## config.mk

```make
export PLATFORM = sky130hd
export DESIGN_NAME = series_ctrl_p
export DESIGN_NICKNAME = d
export VERILOG_FILES = /design/src/rtl/series_ctrl_p.sv
export SDC_FILE = /design/constraint.sdc
export NUM_CORES = 1
export LEC_CHECK = 0
export CAP_MARGIN = 10
export CORE_UTILIZATION = 41
export DETAILED_ROUTE_END_ITERATION = 16
export GPL_TIMING_DRIVEN = 0
export MAX_ROUTING_LAYER = met4
export PLACE_DENSITY = 0.81
export SETUP_SLACK_MARGIN = 0.1
export SYNTH_ARGS = -nofsm -noshare
export SYNTH_HDL_FRONTEND = slang
export SYNTH_SLANG_ARGS = --single-unit
```

## constraint.sdc

```tcl
create_clock -name i_clk -period 1.8 [get_ports i_clk]
set_clock_uncertainty 0.1 [all_clocks]
set_input_delay 0.27 -clock i_clk [delete_from_list [all_inputs] [get_ports i_clk]]
set_output_delay 0.27 -clock i_clk [all_outputs]
set_load 0.03 [all_outputs]
```

## src/rtl/series_ctrl_p.sv

```systemverilog
// series_ctrl_p: Moore controller sequencing the series datapath (init, per-term multiply/accumulate/check, result load, done pulse).
//   Optional macro EARLY_EXIT_EN: when defined, lt=1 in CHECK ends the run early.
//   i_clk      rising-edge clock           i_rst      asynchronous active-low reset
//   i_start    begin request (edge-qualified via ARMED)
//   i_lt       term below convergence threshold (used only with EARLY_EXIT_EN)
//   i_n_terms  terms to evaluate, sampled in INIT, 0 treated as 1
//   o_initt/o_initr/o_initc  clear t, r and datapath counter     o_ready  idle, accepting start
//   o_ld_x/o_ld_y/o_ld_r/o_ld_t  register loads   o_cnt  bump datapath counter
//   o_sel      mux select: 0 INIT, 1 MUL, 2 ADD, 3 OUT            o_mode  0 add, 1 subtract
//   o_done     one-cycle completion pulse  o_term_idx  terms completed so far
module series_ctrl_p #(
  parameter int CNT_W    = 4,
  parameter int SEL_W    = 3,
  parameter int ALT_SIGN = 1
) (
  input  logic             i_clk,
  input  logic             i_rst,
  input  logic             i_start,
  input  logic             i_lt,
  input  logic [CNT_W-1:0] i_n_terms,
  output logic             o_initt,
  output logic             o_initr,
  output logic             o_initc,
  output logic             o_ready,
  output logic             o_ld_x,
  output logic             o_ld_y,
  output logic             o_ld_r,
  output logic             o_ld_t,
  output logic             o_cnt,
  output logic [SEL_W-1:0] o_sel,
  output logic             o_mode,
  output logic             o_done,
  output logic [CNT_W-1:0] o_term_idx
);
  typedef enum logic [2:0] {IDLE, ARMED, INIT, MUL, ACC, CHECK, OUT, DONE} state_t;
  state_t           r_state, w_next;
  logic [CNT_W-1:0] r_cnt, r_n_eff;
  logic             w_exit;
`ifdef EARLY_EXIT_EN
  assign w_exit = (r_cnt == r_n_eff) || i_lt;
`else
  logic w_unused_lt;
  assign w_unused_lt = i_lt;
  assign w_exit = r_cnt == r_n_eff;
`endif
  always_ff @(posedge i_clk or negedge i_rst)
    if (!i_rst) begin
      r_state <= IDLE;
      r_cnt   <= '0;
      r_n_eff <= CNT_W'(1);
    end else begin
      r_state <= w_next;
      if (r_state == INIT) begin
        r_cnt   <= '0;
        r_n_eff <= (i_n_terms == '0) ? CNT_W'(1) : i_n_terms;
      end else if (r_state == ACC)
        r_cnt <= r_cnt + CNT_W'(1);
    end
  always_comb begin
    w_next = r_state;
    case (r_state)
      IDLE:    w_next = i_start ? ARMED : IDLE;
      ARMED:   w_next = i_start ? ARMED : INIT;
      INIT:    w_next = MUL;
      MUL:     w_next = ACC;
      ACC:     w_next = CHECK;
      CHECK:   w_next = w_exit ? OUT : MUL;
      OUT:     w_next = DONE;
      default: w_next = IDLE;
    endcase
  end
  always_comb begin
    o_ready    = r_state == IDLE;
    o_initt    = r_state == INIT;
    o_initr    = r_state == INIT;
    o_initc    = r_state == INIT;
    o_ld_x     = r_state == INIT;
    o_ld_t     = r_state == MUL;
    o_ld_r     = r_state == ACC;
    o_cnt      = r_state == ACC;
    o_ld_y     = r_state == OUT;
    o_done     = r_state == DONE;
    // The counter still holds the index of the term being accumulated, so bit 0 gives the sign.
    o_mode     = (r_state == ACC) && (ALT_SIGN != 0) && r_cnt[0];
    o_sel      = (r_state == MUL)                       ? SEL_W'(1) :
                 (r_state == ACC || r_state == CHECK)   ? SEL_W'(2) :
                 (r_state == OUT)                       ? SEL_W'(3) : '0;
    o_term_idx = r_cnt;
  end
endmodule

```

==> flow_summary.toml <==
[run_status]
status = "finished clean"

[synth]
synth_top_area_frac = 0.3899
synth_seq_area_share = 0.4308
synthTopCellsByArea = "dfrtp_1 39%, buf_4 8.2%, xor2_1 5.5%"
ys_ff_latch = 11
syn-num-nets = 70
synthCells = 61
ys.warnings.count = 0
synth_cell_type_count = 31
syn_area_sq_um = 641.9
avgSynthCellArea_sq_um = 10.52
synth_largest_area_cell = "dfrtp_1"

[floorplan]
io_pins = 26
initial_core_util = 0.4643
core_sq_um = 1383
num_rows = 13
die-area_sq_um = 1728
die_height_microns = 41.57
die_x_microns = 41.57

[critical_path]
r2r_end = "o_term_idx[3]"
crit_family = "flip-flops"
cp_common_cell = "buf_6"
rr_worst_depth = 6
cp_max_fo = 7
cp-start-kind = "flop"
critical_path_required_ns = 1.43
worstSetupPathType = "reg2out"
cp_cell_sequence = "buf_6 > nor3b_4 > or2_4 > buf_6"
crit_path_end_kind = "output port"
crit_slowest_cell = "dfrtp_2"
worst_ep_arrival_time_ns = 1.37
rrSetupSlack_ns = 0.26
slowest_delay_ns = 0.44
timing.rr.start = "r_state[1]"
cp.buffers_inverters = 2

[drt]
drcViolationCount = 0
detail_route.wl_per_cell_microns = 13.88
drt_iter0_drc = 25
routed-via-count = 574
vias_per_cell = 5.171
firstDrtPassIters = 4
finalWirelength_microns = 1541
drtAntennaViolNets = 0

[placement]
postPlaceCellArea_sq_um = 917.1
io_buffers = 23
dp_hpwl_microns = 1018
gp_congestion = 0.7774

[timing]
slew_viol_final = 0
period_needed_ns = 1.738
hold_viol_final = 0
setup_viol = 0
rsz0062_at_grt = "yes"
fmax_mhz = 575.4
finalCritPeriodShare = 0.9655
holdWs_ns = 0.2183
tns_ns = 0

[clock_tree]
worstSkewPairLatency_ns = 0.27
cts_buffers = 3
clock_sinks = 11
cts_buffer_depth = 2
htreeDepth = 1
cts_root_buf = "clkbuf_4"
path_clk_slew_ns = 0.07
cts_tree = "built"

[final_layout]
synthToLayoutAreaGrowth_pct = 55.95
insertedDiodeCount = 0
layout_commonest_cell = "buf_4"
final_cell_mix = "14 x buf_4, 10 x buf_6, 9 x dfrtp_1, 6 x clkdlybuf4s50_1"
fin_area_sq_um = 1001
fin_nets = 106
drive_above_1_share = 0.4583

[global_routing]
grt.overflow.total = 0
grt_usage = 0.2002
grt_max_degree = 12
antenna_found_initial = 0
grt_pass1_wl_microns = 2594
first_global_vias = 560

[power_and_ir_drop]
ir_drop_mv = 0.8563
powerDensity_nw_per_um2 = 1815
power.leakage_nw = 0.5042

[min_path]
hp-class = "in2async"

[flow_run]
drv_cap = 0
-- layout make-up --
cell class / count / area [sq um]
tap: 15 / 18.77
clock buffer: 4 / 26.28
multi-input combinational: 40 / 332.8
inverter: 2 / 7.507
fill: 92 / 381.6
sequential: 11 / 277.8
timing repair buffer: 31 / 266.5
buffer: 8 / 71.32
-- report_power, final --
part,total (mW),internal [mW],switching [mW],leakage [nW]
Sequential,0.477,0.363,0.114,0.135
Combinational,1.17,0.545,0.623,0.355
Clock,0.171,0.0859,0.0854,0.0150
Total,1.82,0.994,0.822,0.504
-- worst max-delay path by stage --
stage               startpoint  endpoint  slack (ns)  cells past startpoint
finish              r_state[2]  o_sel[0]        0.06                      4
global route        r_state[0]    o_mode       0.004                      4
CTS                 r_state[1]   o_initr        0.02                      4
detailed placement  r_state[1]   o_initr       -0.38                      4
global placement    r_state[1]   o_initr       -0.35                      4
floorplan           r_state[0]    o_mode        0.10                      3
-- worst reg2reg max path, stage by stage, from the launching register on --
cell and delay, ns:
dfrtp_1 0.34, buf_6 0.14, nor3b_4 0.30, buf_4 0.17
buf_4 0.11, nor2_1 0.05, a22o_1 0.22
-- flip-flops by register name, indices dropped and copies added, names as in the netlist --
register / cells
o_term_idx: 4
r_state: 3
r_n_eff: 4
-- cells in the mapped netlist, drive strengths merged --
| cell | instances |
|---|---|
| dfrtp | 10 |
| buf | 8 |
| nor2 | 6 |
| xor2 | 4 |
| mux2 | 3 |
| nor3b | 3 |
| xnor2 | 3 |
| a22o | 2 |
| and2 | 2 |
| inv | 2 |
| nor3 | 2 |
| a21oi | 1 |
| a311o | 1 |
| a31oi | 1 |
| and3 | 1 |
| and4bb | 1 |
| conb | 1 |
| dfstp | 1 |
| ha | 1 |
| nand2 | 1 |
| nand3 | 1 |
| nor2b | 1 |
| nor4 | 1 |
| o211ai | 1 |
| o21ai | 1 |
| o31ai | 1 |
| or2 | 1 |
-- through the flow --
| step | utilization | power (mW) | cells | setup slack [ns] |
|---|---|---|---|---|
| after floorplan | - | 1.174 | 61 | 0.1039 |
| after global placement | 0.6633 | 1.483 | 99 | -0.3468 |
| after detailed placement | 0.6633 | 1.517 | 99 | -0.3823 |
| after CTS | 0.7113 | 1.763 | 110 | 0.02082 |
| after global routing | 0.7240 | 1.917 | 111 | 0.003556 |
| final | 0.7240 | 1.816 | 111 | 0.06206 |
-- cell families (layout without fill, tap and decap cells) --
group                    after synthesis  after routing  synth area share
other                                  1              1          0.005842
XOR/XNOR                               7              7           0.09552
adder cells (fa/ha/maj)                1              1           0.01949
AO/OA/AOI/OAI                          8              8           0.09162
AND/OR/NAND/NOR                       20             20            0.2027
multiplexers                           3              3           0.05263
buffers and inverters                 10             45            0.1014
flip-flops                            11             11            0.4308
-- layer usage --
layer,global-route usage,wire (microns),share of wire,vias up
met2,0.3000,736,0.48,29
li1,-,-,-,274
met3,0.03478,138,0.090,5
met4,0.08387,25,0.016,0
met1,0.2674,640,0.42,266
met5,-,0,0,-
-- timing repair --
item | 4_1_cts | 5_1_grt
endpoints found under the setup margin | 17 | 11
hold buffers | 0 | 0
pin swaps | 2 | 0
gates resized for setup | 85 | 10
setup buffers | 7 | 1
(Power assumes the default switching activity.)
